$ cat config.mk
export PLATFORM = sky130hd
export DESIGN_NAME = edge_det
export DESIGN_NICKNAME = d
export VERILOG_FILES = /design/src/rtl/edge_det_pkg.sv /design/src/rtl/edge_det_sync.sv /design/src/rtl/edge_det.sv
export SDC_FILE = /design/constraint.sdc
export NUM_CORES = 1
export LEC_CHECK = 0
export CAP_MARGIN = 20
export CORE_AREA = 4 4 41 43
export DETAILED_ROUTE_END_ITERATION = 7
export DIE_AREA = 0 0 45 47
export DONT_BUFFER_PORTS = 1
export SETUP_SLACK_MARGIN = 0.02
export SLEW_MARGIN = 20
export SYNTH_ARGS = -nofsm -noshare
export SYNTH_HDL_FRONTEND = slang
export SYNTH_HIERARCHICAL = 1
export SYNTH_SLANG_ARGS = --single-unit
$ cat constraint.sdc
create_clock -name clk -period 0.9 [get_ports clk]
set_input_delay 0.135 -clock clk [delete_from_list [all_inputs] [get_ports clk]]
set_output_delay 0.135 -clock clk [all_outputs]
set_load 0.03 [all_outputs]
$ cat src/rtl/edge_det_pkg.sv
// Default parameter values shared by the edge detector and its users.
package edge_det_pkg;

    localparam int EDGE_DET_DEF_WIDTH = 1;
    localparam int EDGE_DET_DEF_SYNC  = 0;

endpackage : edge_det_pkg

$ cat src/rtl/edge_det_sync.sv
// WIDTH-bit flop chain that brings asynchronous levels into the clk domain.
// Every flop clears on the synchronous reset, so the output reads zero
// until STAGES clean samples have propagated through.
module edge_det_sync
    import edge_det_pkg::*;
#(
    parameter int WIDTH  = EDGE_DET_DEF_WIDTH,
    parameter int STAGES = 2
) (
    input  logic             clk,
    input  logic             rst,
    input  logic [WIDTH-1:0] d,
    output logic [WIDTH-1:0] q
);

    logic [STAGES-1:0][WIDTH-1:0] chain_reg;

    // Shift the input down the chain one stage per clock.
    always_ff @(posedge clk) begin
        if (rst) begin
            chain_reg <= '0;
        end else begin
            chain_reg[0] <= d;
            for (int i = 1; i < STAGES; i++) begin
                chain_reg[i] <= chain_reg[i-1];
            end
        end
    end

    assign q = chain_reg[STAGES-1];

endmodule : edge_det_sync

$ cat src/rtl/edge_det.sv
// Registered per-bit rising / falling / any-edge pulse generator.
// Each bit compares the current sample against the previous one.
// The first sample after reset only loads history, so a level that is
// already high when reset releases does not produce an edge.
module edge_det
    import edge_det_pkg::*;
#(
    parameter int WIDTH       = EDGE_DET_DEF_WIDTH,
    parameter int SYNC_STAGES = EDGE_DET_DEF_SYNC
) (
    input  logic             clk,
    input  logic             rst,
    input  logic [WIDTH-1:0] signal,
    output logic [WIDTH-1:0] Rise_Edge,
    output logic [WIDTH-1:0] Fall_Edge,
    output logic [WIDTH-1:0] Dual_Edge
);

    logic [WIDTH-1:0] sample;
    logic [WIDTH-1:0] prev_reg;
    logic [WIDTH-1:0] rise_reg;
    logic [WIDTH-1:0] fall_reg;
    logic [WIDTH-1:0] dual_reg;
    logic             primed_reg;

    generate
        if (SYNC_STAGES == 0) begin : g_no_sync
            // The input is already in the clk domain.
            assign sample = signal;
        end else begin : g_sync
            edge_det_sync #(
                .WIDTH  (WIDTH),
                .STAGES (SYNC_STAGES)
            ) u_sync (
                .clk (clk),
                .rst (rst),
                .d   (signal),
                .q   (sample)
            );
        end
    endgenerate

    // Shared flag: set once the first post-reset sample has loaded history.
    always_ff @(posedge clk) begin
        if (rst) begin
            primed_reg <= 1'b0;
        end else begin
            primed_reg <= 1'b1;
        end
    end

    generate
        for (genvar gi = 0; gi < WIDTH; gi++) begin : g_lane
            // Per-bit history and registered edge pulses.
            always_ff @(posedge clk) begin
                if (rst) begin
                    prev_reg[gi] <= 1'b0;
                    rise_reg[gi] <= 1'b0;
                    fall_reg[gi] <= 1'b0;
                    dual_reg[gi] <= 1'b0;
                end else begin
                    prev_reg[gi] <= sample[gi];
                    if (primed_reg) begin
                        rise_reg[gi] <=  sample[gi] & ~prev_reg[gi];
                        fall_reg[gi] <= ~sample[gi] &  prev_reg[gi];
                        dual_reg[gi] <=  sample[gi] ^  prev_reg[gi];
                    end else begin
                        rise_reg[gi] <= 1'b0;
                        fall_reg[gi] <= 1'b0;
                        dual_reg[gi] <= 1'b0;
                    end
                end
            end
        end
    endgenerate

    assign Rise_Edge = rise_reg;
    assign Fall_Edge = fall_reg;
    assign Dual_Edge = dual_reg;

endmodule : edge_det

==> flow_metrics.tcl, run 1 <==
set metrics [dict create \
    finClkSkew_ns 0.00156 \
    tritoncts "yes" \
    antenna_found_initial 0 \
    area.growth.synth_to_final_pct 38.1 \
    vias 115 \
    syn_area_sq_um 168 \
    cap_violations 0 \
    outcome "finished, final reports clean" \
    drcViolationCount 0 \
    dieArea_sq_um 2120 \
    cts_buffer_depth 2 \
    ys.flop_type "dfxtp_1" \
    period_needed_ns 0.826 \
    finalMaxSlewViolations 0 \
    critical_path.top_delay_family "flip-flops" \
    rows 13 \
    cts_max_level 1 \
    final_util_pct 17.8 \
    cp_max_fo 2 \
    path_class "reg -> reg" \
    fin_area_sq_um 231 \
    worst-path-buf-inv 1 \
    synth_common_cells "dfxtp_1 (5), inv_1 (3), and3b_1 (2), ha_1 (2)" \
    fin_ws_ns 0.0745 \
    start_util_pct 12.9 \
    path_cells "inv_1 > ha_1 > and3b_1" \
    critical_path_arrival_ns 0.96 \
    peakVddDrop_mv 0.833 \
    synth_edf_count 0 \
    drive_above_1_share_pct 36.8 \
    numPortBuffers 0 \
    drt-vias-per-instance 3.38 \
    start_kind "flip-flop" \
    dpl.cell_count 29 \
    cts-buffers-inserted 3 \
    syn_nets 19 \
    setup_viol 0 \
    setup_tns_ns 0 \
    synthCells 14 \
    timing.fmax_ghz 1.21 \
    synth.avg_cell_area_sq_um 12.0 \
    grt_first_pass_wirelength_microns 545 \
    die_width_microns 45 \
    fin_crit_sh_pct 91.7 \
    power_leakage_nw 0.111 \
    wl_met2_microns 123 \
    met1_length_microns 111 \
    synth_top_area_share_pct 59.7 \
    crit_path_max_incr_delay_ns 0.33 \
    detailed_place.area_sq_um 186 \
    hold_class "in -> reg" \
    drtPass1Iterations 2 \
    root_buffer "clkbuf_4" \
    n_antenna_cell 0 \
    grt_max_degree 4 \
    slew_headroom_pct 88.9 \
    final_cells 34 \
    ios 6 \
    grt_setup_unrepaired "true" \
    finalHoldViolations 0 \
    clock_latency_ns 0.25 \
    p_per_area_nw_per_um2 2320 \
    async_reset_ff_share_pct 0 \
    endpoint_kind "flip-flop" \
    overflow 0 \
    yosys.area.top_type "dfxtp_1" \
    ys_warn_count 6 \
    avgRoutedWirePerCell_microns 9.38 \
    drt_iter0_drc 3 \
    highest_layer "met3" \
    core-area_sq_um 1300 \
    die_h_microns 47 \
    synth_most_common_cell "dfxtp_1" \
    clk_pin_slew_ns 0.04 \
    routed_wl_microns 319 \
    ant_nets 0 \
    clock_sinks 5 \
    ys_seq_area_share_pct 59.7 \
    dpl.hpwl_microns 218 \
    place_ws_ns 0.0503 \
    nNetsFinal 25 \
    grt_usage_pct 4.51 \
    cp.required_ns 1.04 \
    gp_congestion 0.622 \
    first_global_vias 136 \
    crit_slowest_cell "dfxtp_1" \
    wl_met3_microns 84 \
    reg2reg_slack_ns 0.07 \
    synth-seq-cells 5 \
    tightest_slew_ns 0.167 \
    synth_area_leaders "dfxtp_1 (60%), ha_1 (15%), and3b_1 (10%)" \
    synth.distinct_cells 6 \
]
final timing paths:
kind              start        end  cells after the start
max reg2reg    prev_reg  Rise_Edge                      3
max            prev_reg  Rise_Edge                      3
min reg2reg  primed_reg  Dual_Edge                      1
min              signal   prev_reg                      1
layout make-up:
cell class	instances	area (sq um)
clock buffer	4	26.3
multi-input combinational	6	61.3
tap	15	18.8
fill	152	1070
sequential	5	104
inverter	3	11.3
timing repair buffer	1	10.0
worst register-to-register path: stages (launching register included):
cell and delay (ns):
dfxtp_1 0.33, inv_1 0.05, ha_1 0.17, and3b_1 0.17
what timing repair did:
item / in CTS / in global routing
pin swaps: 0 / 1
hold buffers: 1 / 0
hold endpoints to repair: 3 / 0
buffers inserted: 0 / 0
endpoints found under the setup margin: 3 / 1
resized for setup: 3 / 1
routing by layer:
| metal | vias up | track usage [%] |
|---|---|---|
| met3 | 0 | 8.05 |
| met2 | 10 | 4.80 |
| met4 | 0 | 3.51 |
| met5 | - | 0 |
| met1 | 52 | 2.96 |
| li1 | 53 | - |
layout by cell type, fill, tap and decap left out, drive strengths merged:
cell type	instances
clkbuf	4
nor3b	1
inv	3
ha	2
dlygate4sd3	1
and3b	2
dfxtp	5
nor2b	1
report_power, final:
group	internal, mW	switching, mW	total [mW]
logic	0.0125	0.00864	0.0212
registers	0.233	0.0139	0.247
clock network	0.168	0.101	0.269
metrics by stage:
| stage | hold slack (ns) | power, mW |
|---|---|---|
| final | 0.0149 | 0.538 |
| after global placement | 0.192 | 0.262 |
| after floorplan | 0.192 | 0.260 |
| after detailed placement | 0.197 | 0.265 |
| after CTS | 0.0119 | 0.543 |
| after global routing | 0.0251 | 0.579 |
cells by family after synthesis:
logic type / Yosys count / share of synthesized area [%]
buffers and inverters: 3 / 6.72
and+or+nand+nor: 4 / 18.7
DFF: 5 / 59.7
adders and majority gates: 2 / 14.9
(Power assumes the default switching activity.)
==> run 2, diff against run 1 <==
ABC_AREA = 1   (was not set)
==> run 2 against run 1 <==
  * Cell count up 8.8%
  * Maximum frequency is 6.3% higher
  * Wire length down 25%
  * Critical path type is now reg -> out
  * Global-route usage decreased by 0.40 points
  * Clock skew shrank 0.00067 ns
  * Flip-flop and latch count unchanged
  * Worst hold slack better by 0.030 ns
==> flow_metrics.tcl, run 2 <==
set metrics [dict create \
    r2r_start "prev_reg" \
    cp-startpoint "Dual_Edge" \
    crit_cells 0 \
    synth.distinct_cells 6 \
    nFillCells 150 \
    grt_max_degree 4 \
    cp.required_ns 0.76 \
    drive_above_1_share_pct 36.4 \
    ys_seq_area_share_pct 60.6 \
    syn_nets 22 \
    clock_sinks 5 \
    die_h_microns 47 \
    overflow 0 \
    slew_headroom_pct 89.0 \
    finalHoldViolations 0 \
    setup_viol 0 \
    detailed_place.area_sq_um 184 \
    met1_usage_pct 3.19 \
    grt_usage_pct 4.11 \
    ys_warn_count 6 \
    antenna_found_initial 0 \
    p_per_area_nw_per_um2 2310 \
    synth_common_cells "dfxtp_1 (5), inv_1 (4), nor2_1 (4)" \
    tritoncts "yes" \
    first_global_vias 112 \
    synth_most_common_cell "dfxtp_1" \
    fin_area_sq_um 224 \
    drt-vias-per-instance 2.78 \
    clk_pin_slew_ns 0.04 \
    reg2reg_slack_ns 0.18 \
    place_ws_ns 0.187 \
    n_antenna_cell 0 \
    r2r_cells 2 \
    endpoint_kind "output port" \
    drt_iter0_drc 2 \
    root_buffer "clkbuf_4" \
    numPortBuffers 0 \
    routed_wl_microns 239 \
    final_cell_mix "inv_1 (4), nor2_1 (4), dfxtp_2 (3), clkbuf_4 (3)" \
    gp_congestion 0.695 \
    ys.flop_type "dfxtp_1" \
    drcViolationCount 0 \
    rows 13 \
    critical_path_arrival_ns 0.64 \
    drtPass1Iterations 2 \
    outcome "finished, final reports clean" \
    dieArea_sq_um 2120 \
    synth_area_leaders "dfxtp_1 (61%), ha_1 (15%), inv_1 (9.1%)" \
    grt_first_pass_wirelength_microns 469 \
    clock_latency_ns 0.24 \
    async_reset_ff_share_pct 0 \
    synth_edf_count 0 \
    start_kind "flip-flop" \
    grt_use_met3_pct 7.28 \
    setup_tns_ns 0 \
    area.growth.synth_to_final_pct 35.6 \
    timing.fmax_ghz 1.29 \
    yosys.area.top_type "dfxtp_1" \
    grt_setup_unrepaired "false" \
    grt_use_met2_pct 3.67 \
    seqCellArea_sq_um 104 \
    nNetsFinal 28 \
    r2r-end "Dual_Edge" \
    start_util_pct 12.7 \
    syn_area_sq_um 165 \
    die_width_microns 45 \
    synthCells 17 \
    ant_nets 0 \
    cp_max_fo 1 \
    fin_crit_sh_pct 86.3 \
    globalRoute.busiestLayer "met3" \
    path_class "reg -> out" \
    fin_ws_ns 0.123 \
    synth.avg_cell_area_sq_um 9.72 \
    cts_buffer_depth 2 \
    dpl.hpwl_microns 184 \
    hold_class "in -> reg" \
    core-area_sq_um 1300 \
    vias 103 \
    cts_max_level 1 \
    finalMaxSlewViolations 0 \
    multiInputGateArea_sq_um 46.3 \
    finClkSkew_ns 0.000891 \
    cts-buffers-inserted 3 \
    tightest_slew_ns 0.165 \
    period_needed_ns 0.777 \
    endpoint "Dual_Edge" \
    power_leakage_nw 0.105 \
    cap_violations 0 \
    synth-seq-cells 5 \
    synth_top_area_share_pct 60.6 \
    peakVddDrop_mv 0.554 \
    avgRoutedWirePerCell_microns 6.46 \
    ios 6 \
]
run 2: cell count changes after synthesis:
cell	delta
nor2_1	+4
inv_2	+1
and3b_1	-2
nor3b_1	-1
inv_1	+1
nand2_2	+1
nor2b_1	-1
run 2: final cells by class:
type / count / area share [%]
inverters: 5 / 8.38
well taps: 15 / 8.38
multi-input cells: 7 / 20.7
clock buffers: 4 / 11.7
flip-flops and latches: 5 / 46.4
repair buffers: 1 / 4.47
run 2: worst min path at each step:
stage                 from         end  slack, ns  cells past startpoint
floorplan              rst  primed_reg       0.20                      1
global placement       rst  primed_reg       0.21                      1
detailed placement     rst  primed_reg       0.21                      1
CTS                 signal    prev_reg       0.04                      2
global route        signal    prev_reg       0.06                      2
finish              signal    prev_reg       0.04                      2
run 2: logic make-up (layout without fill, tap and decap cells):
| family | Yosys count | count (layout) | share of synthesized area (%) |
|---|---|---|---|
| buf+inv | 5 | 10 | 11.4 |
| fa+ha+maj | 2 | 2 | 15.1 |
| simple gates | 5 | 5 | 12.9 |
| flops | 5 | 5 | 60.6 |
run 2: repair_timing:
item	4_1_cts	5_1_grt
hold buffers	1	0
setup buffers	0	0
endpoints found under the hold margin	2	0
endpoints found under the setup margin	0	3
gates resized for setup	0	3
run 2: power by group:
part           total [mW]  internal [mW]  switching [mW]
Sequential          0.247          0.233          0.0133
Clock               0.252          0.167          0.0847
Combinational      0.0200        0.00933          0.0107
Total               0.518          0.410           0.109
run 2: per-layer routing:
layer  vias to the layer above  part of all wire [%]
met1                        39                    42
met3                         0                    22
met4                         0                     0
met5                         -                     0
li1                         57                     -
met2                         7                    35
run 2: through the flow:
step / cells / hold WS (ns) / utilization [%] / power [mW]
finish: 37 / 0.0448 / 17.2 / 0.518
global route: 37 / 0.0612 / 17.2 / 0.557
CTS: 37 / 0.0410 / 16.9 / 0.530
detailed placement: 32 / 0.209 / 14.1 / 0.266
global placement: 32 / 0.208 / 14.1 / 0.265
floorplan: 17 / 0.203 / - / 0.263
